**src/rtl/siso_bist_sequencer.sv**
```systemverilog
// siso_bist_sequencer: BIST sequencer for the SISO shift-register datapath.
// It feeds a PRBS-8 stream into the chain and waits out the chain latency.
// It then compares the chain output against a replica PRBS that starts LATENCY
// cycles later, and reports the result as pass/fail, an error count and the
// index of the first error.
module siso_bist_sequencer #(
    parameter int          LATENCY   = 10,
    parameter int          CHECK_LEN = 255,
    parameter int          ERR_W     = 8,
    parameter logic [7:0]  SEED      = 8'h01
) (
    input  logic             clk,
    input  logic             reset,
    input  logic             start,
    input  logic             abort,
    input  logic             siso_out,
    output logic             stim_en,
    output logic             stim_bit,
    output logic             busy,
    output logic             done,
    output logic             pass,
    output logic [ERR_W-1:0] err_count,
    output logic [15:0]      first_err_idx
);

    typedef enum logic [1:0] {
        ST_IDLE  = 2'd0,
        ST_FILL  = 2'd1,
        ST_CHECK = 2'd2,
        ST_DONE  = 2'd3
    } state_t;

    // An all-zero seed would lock the LFSR, so it is replaced by 8'h01.
    localparam logic [7:0]       SEED_EFF = (SEED == 8'h00) ? 8'h01 : SEED;
    localparam logic [15:0]      LAT_LAST = 16'(LATENCY - 1);
    localparam logic [15:0]      CHK_LAST = 16'(CHECK_LEN - 1);
    localparam logic [15:0]      NO_ERR   = 16'hFFFF;
    localparam logic [ERR_W-1:0] ERR_MAX  = {ERR_W{1'b1}};
    localparam logic [ERR_W-1:0] ERR_ONE  = ERR_W'(1'b1);
    localparam logic [ERR_W-1:0] ERR_ZERO = {ERR_W{1'b0}};

    // The sequence is an 8-bit Fibonacci LFSR that shifts left.
    // Feedback is s7^s5^s4^s3, the output bit is s[7], and the period is 255.
    function automatic logic [7:0] prbs_step(input logic [7:0] s);
        return {s[6:0], s[7] ^ s[5] ^ s[4] ^ s[3]};
    endfunction

    state_t           state_r, state_s;
    logic [7:0]       stim_r, stim_s;
    logic [7:0]       exp_r, exp_s;
    logic [15:0]      cnt_r, cnt_s;
    logic [ERR_W-1:0] err_r, err_s;
    logic [15:0]      first_r, first_s;
    logic             pass_r, pass_s;
    logic             active_s;
    logic             stim_en_r, stim_bit_r, busy_r, done_r;

    // Next-state, datapath updates and the next values of the registered outputs.
    always_comb begin
        state_s = state_r;
        stim_s  = stim_r;
        exp_s   = exp_r;
        cnt_s   = cnt_r;
        err_s   = err_r;
        first_s = first_r;
        pass_s  = pass_r;
        case (state_r)
            ST_IDLE: begin
                if (start && !abort) begin
                    state_s = ST_FILL;
                    stim_s  = SEED_EFF;
                    exp_s   = SEED_EFF;
                    cnt_s   = 16'd0;
                    err_s   = ERR_ZERO;
                    first_s = NO_ERR;
                    pass_s  = 1'b0;
                end else begin
                    state_s = ST_IDLE;
                end
            end
            ST_FILL: begin
                if (abort) begin
                    state_s = ST_IDLE;
                end else begin
                    stim_s = prbs_step(stim_r);
                    if (cnt_r == LAT_LAST) begin
                        state_s = ST_CHECK;
                        cnt_s   = 16'd0;
                    end else begin
                        cnt_s = cnt_r + 16'd1;
                    end
                end
            end
            ST_CHECK: begin
                if (abort) begin
                    // The compare in the abort cycle is dropped.
                    state_s = ST_IDLE;
                end else begin
                    stim_s = prbs_step(stim_r);
                    exp_s  = prbs_step(exp_r);
                    if (siso_out != exp_r[7]) begin
                        if (err_r != ERR_MAX) begin
                            err_s = err_r + ERR_ONE;
                        end else begin
                            err_s = err_r;
                        end
                        if (first_r == NO_ERR) begin
                            first_s = cnt_r;
                        end else begin
                            first_s = first_r;
                        end
                    end else begin
                        err_s   = err_r;
                        first_s = first_r;
                    end
                    if (cnt_r == CHK_LAST) begin
                        state_s = ST_DONE;
                        cnt_s   = 16'd0;
                        // The verdict includes a mismatch on the final compare.
                        pass_s  = (err_s == ERR_ZERO);
                    end else begin
                        cnt_s = cnt_r + 16'd1;
                    end
                end
            end
            ST_DONE: begin
                state_s = ST_IDLE;
            end
            default: begin
                state_s = ST_IDLE;
            end
        endcase
        active_s = (state_s == ST_FILL) || (state_s == ST_CHECK);
    end

    // The state, the datapath and all outputs are registered.
    // Reset is synchronous and active-high.
    always_ff @(posedge clk) begin
        if (reset) begin
            state_r    <= ST_IDLE;
            stim_r     <= SEED_EFF;
            exp_r      <= SEED_EFF;
            cnt_r      <= 16'd0;
            err_r      <= ERR_ZERO;
            first_r    <= NO_ERR;
            pass_r     <= 1'b0;
            stim_en_r  <= 1'b0;
            stim_bit_r <= 1'b0;
            busy_r     <= 1'b0;
            done_r     <= 1'b0;
        end else begin
            state_r    <= state_s;
            stim_r     <= stim_s;
            exp_r      <= exp_s;
            cnt_r      <= cnt_s;
            err_r      <= err_s;
            first_r    <= first_s;
            pass_r     <= pass_s;
            stim_en_r  <= active_s;
            stim_bit_r <= active_s & stim_s[7];
            busy_r     <= active_s;
            done_r     <= (state_s == ST_DONE);
        end
    end

    assign stim_en       = stim_en_r;
    assign stim_bit      = stim_bit_r;
    assign busy          = busy_r;
    assign done          = done_r;
    assign pass          = pass_r;
    assign err_count     = err_r;
    assign first_err_idx = first_r;

endmodule

```
**config.mk**
```make
export PLATFORM = sky130hd
export DESIGN_NAME = siso_bist_sequencer
export DESIGN_NICKNAME = d
export VERILOG_FILES = /design/src/rtl/siso_bist_sequencer.sv
export SDC_FILE = /design/constraint.sdc
export NUM_CORES = 1
export LEC_CHECK = 0
export CAP_MARGIN = 10
export CORE_MARGIN = 4
export CORE_UTILIZATION = 45
export DETAILED_ROUTE_END_ITERATION = 8
export PLACE_DENSITY = 0.68
export RECOVER_POWER = 100
export SYNTH_ARGS = -nofsm -noshare
export SYNTH_HDL_FRONTEND = slang
export SYNTH_SLANG_ARGS = --single-unit
```
**constraint.sdc**
```tcl
create_clock -name clk -period 2.1 [get_ports clk]
set_clock_uncertainty 0.05 [all_clocks]
set_input_delay 0.315 -clock clk [delete_from_list [all_inputs] [get_ports clk]]
set_output_delay 0.315 -clock clk [all_outputs]
set_load 0.1 [all_outputs]
```
==> results.json <==
{
  "grt_use_total_pct": 19.4,
  "dp.cells": 521,
  "place.gp.congestion": 0.855,
  "final_layout_size_suffix_gt1_share_pct": 33.6,
  "synthAdderAreaFrac_pct": 3.51,
  "portBuffers": 33,
  "irDropWorstVdd_v": 0.000452,
  "grt_overflow_total": 0,
  "clk_latency_ns": 0.34,
  "syn-num-nets": 382,
  "yosys.area_share.simple_pct": 24.6,
  "dpl.hpwl_mm": 5.60,
  "power_leakage_uw": 0.00162,
  "dieArea_um2": 8530,
  "synth-main-ff-cell": "dfxtp_1",
  "grt_pass1_wl_mm": 13.2,
  "synth_largest_area_cell": "dfxtp_1",
  "path_max_fanout": 8,
  "startpoint_type": "flip-flop",
  "setup_violations": 0,
  "die_h_um": 92.4,
  "power_uw": 2800,
  "finalHoldViolCount": 0,
  "io_pins": 34,
  "drtIter0Drc": 95,
  "grt_pass1_vias": 2738,
  "remaining_drc_errors": 0,
  "root_buffer": "clkbuf_8",
  "crit_arrival_ns": 2.24,
  "clock.fmax_ghz": 0.485,
  "htree_levels": 3,
  "numCtsBuffers": 9,
  "syn-cell-area_um2": 3200,
  "cp-end-kind": "flip-flop",
  "clock_path_buffers": 2,
  "critPathRequiredTime_ns": 2.28,
  "area_delta_synth_final_pct": 32.8,
  "tightest_slew_ns": 0.657,
  "initial_core_util_pct": 46.6,
  "dr.pass1.iters": 4,
  "synth-edff-count": 0,
  "finalCritPeriodShare_pct": 98.1,
  "cts.sinks": 62,
  "vias": 2946,
  "wire_per_inst_um": 15.1,
  "synth_top_cell_area_share_pct": 38.7,
  "drv_cap": 0,
  "outcome": "finished clean",
  "syn_inst": 368,
  "rows": 30,
  "power.density_nw_per_um2": 659,
  "synth_seq_cells": 62,
  "cts_tree": "yes",
  "hold_class": "reg2reg",
  "final_antenna_net_count": 0,
  "antennaDiodeCount": 0,
  "async_flop_share_pct": 0,
  "synthXorXnorAreaFrac_pct": 5.70,
  "finalMaxSlewViolations": 0,
  "slew_headroom_pct": 55.9,
  "die_x_um": 92.4,
  "ys_seq_area_share_pct": 38.7,
  "finalNonFillerCells": 542,
  "synth.distinct_cells": 54,
  "grt_max_degree": 34,
  "path_clk_slew_ns": 0.07,
  "routed_wl_mm": 8.19,
  "yosys_warnings": 0,
  "viasPerCell": 5.44,
  "antenna_found_initial": 0,
  "synth_compound_area_share_pct": 21.4,
  "synth.area.mux_share_pct": 1.56,
  "path_class": "reg2reg",
  "design.final.nets": 455,
  "synth_top_family_by_area": "simple AND/OR/NAND/NOR gates",
  "syn_avg_cell_area_um2": 8.71,
  "fin_util_pct": 61.9,
  "synth.area.top_cells": "dfxtp_1 39%, a21o_1 4.0%, o21bai_1 3.7%",
  "core_um2": 6870,
  "min_period_ns": 2.06
}
-- repair_timing --
item                       CTS  global route
hold buffers                 0             0
resized for setup            5            28
buffers inserted             0             5
gates cloned                 0             0
setup endpoints to repair   15            30
pin swaps                    0             7
-- synth_stat cells, types with 10 or more instances --
master    number
a21o_1        17
a21oi_1       16
clkbuf_1      14
dfxtp_1       62
inv_1         13
nand2_1       19
nand2b_1      11
nand3_1       11
nand4_1       16
nor2_1        31
o21ai_0       10
o21bai_1      16
xnor2_1       11
-- through the flow --
| step | TNS, ns | setup WS, ns | hold WS [ns] | instance area (um2) |
|---|---|---|---|---|
| 3_5_place_dp | -1.42 | -0.194 | 0.396 | 3870 |
| 5_1_grt | -0.0398 | -0.0240 | 0.424 | 4260 |
| 2_1_floorplan | 0 | 0.0461 | 0.382 | 3240 |
| 3_3_place_gp | -1.56 | -0.222 | 0.392 | 3870 |
| 6_report | 0 | 0.0402 | 0.407 | 4260 |
| 4_1_cts | 0 | 0.0158 | 0.408 | 4170 |
-- registers in the layout, summed over array words and instances, names as in the netlist, 2 cells and up --
signal,count
err_count,8
exp_r,8
state_r,2
cnt_r,16
first_err_idx,16
stim_r,8
-- path summary, 6_finish.rpt --
kind,from,to,slack (ns),cells after the start
max,state_r[1],cnt_r[11],0.04,7
min,exp_r[2],exp_r[2],0.41,2
max reg2reg,state_r[1],cnt_r[11],0.04,7
min reg2reg,exp_r[2],exp_r[2],0.41,2
-- routing by layer --
metal	GRT usage, %	part of all wire [%]
met2	30.4	46
met3	4.96	4.5
met1	26.0	48
met4	6.56	1.5
met5	0	0
-- layout make-up --
class | count | area [um2]
Tap cell | 96 | 120
Clock inverter | 7 | 146
Clock buffer | 9 | 124
Fill cell | 624 | 2610
Inverter | 13 | 48.8
Multi-Input combinational cell | 274 | 1950
Sequential cell | 62 | 1280
Timing Repair Buffer | 81 | 586
-- cells by family after synthesis --
logic type / count (synthesis)
buf+inv: 32
mux: 5
flops: 62
fa+ha+maj: 9
xor+xnor: 20
compound gates: 95
simple gates: 145
-- critical path, cell delays in order (launching register included) --
cell     delay [ns]
dfxtp_4        0.36
buf_4          0.15
ha_4           0.16
or4_4          0.51
o31a_4         0.18
o41a_1         0.32
a31oi_1        0.14
a21oi_1        0.08
-- power by group --
part           internal (uW)  total (uW)  leakage, uW  switching [uW]
logic                   85.7         205     0.000989             119
registers               1180        1190     0.000499            5.86
clock network            914        1410     0.000134             500
total                   2180        2800      0.00162             625
-- cell usage in the layout, fill, tap and decap left out, drive strengths merged, types with 4 or more instances in the layout --
cell            n
o21ai          10
nor3            8
xnor2          12
a21o           17
a22oi           8
dfxtp          62
a21oi          16
ha              9
clkdlybuf4s50   4
nor2b           6
nand2          19
o21bai         17
inv            13
mux2i           5
or2            12
buf            48
nand3          11
nor4            7
xor2            8
clkbuf         38
nand4          16
bufinv          4
and4            4
nand2b         11
and3            9
nor2           33
No activity file was read; power rests on OpenSTA's default activity.
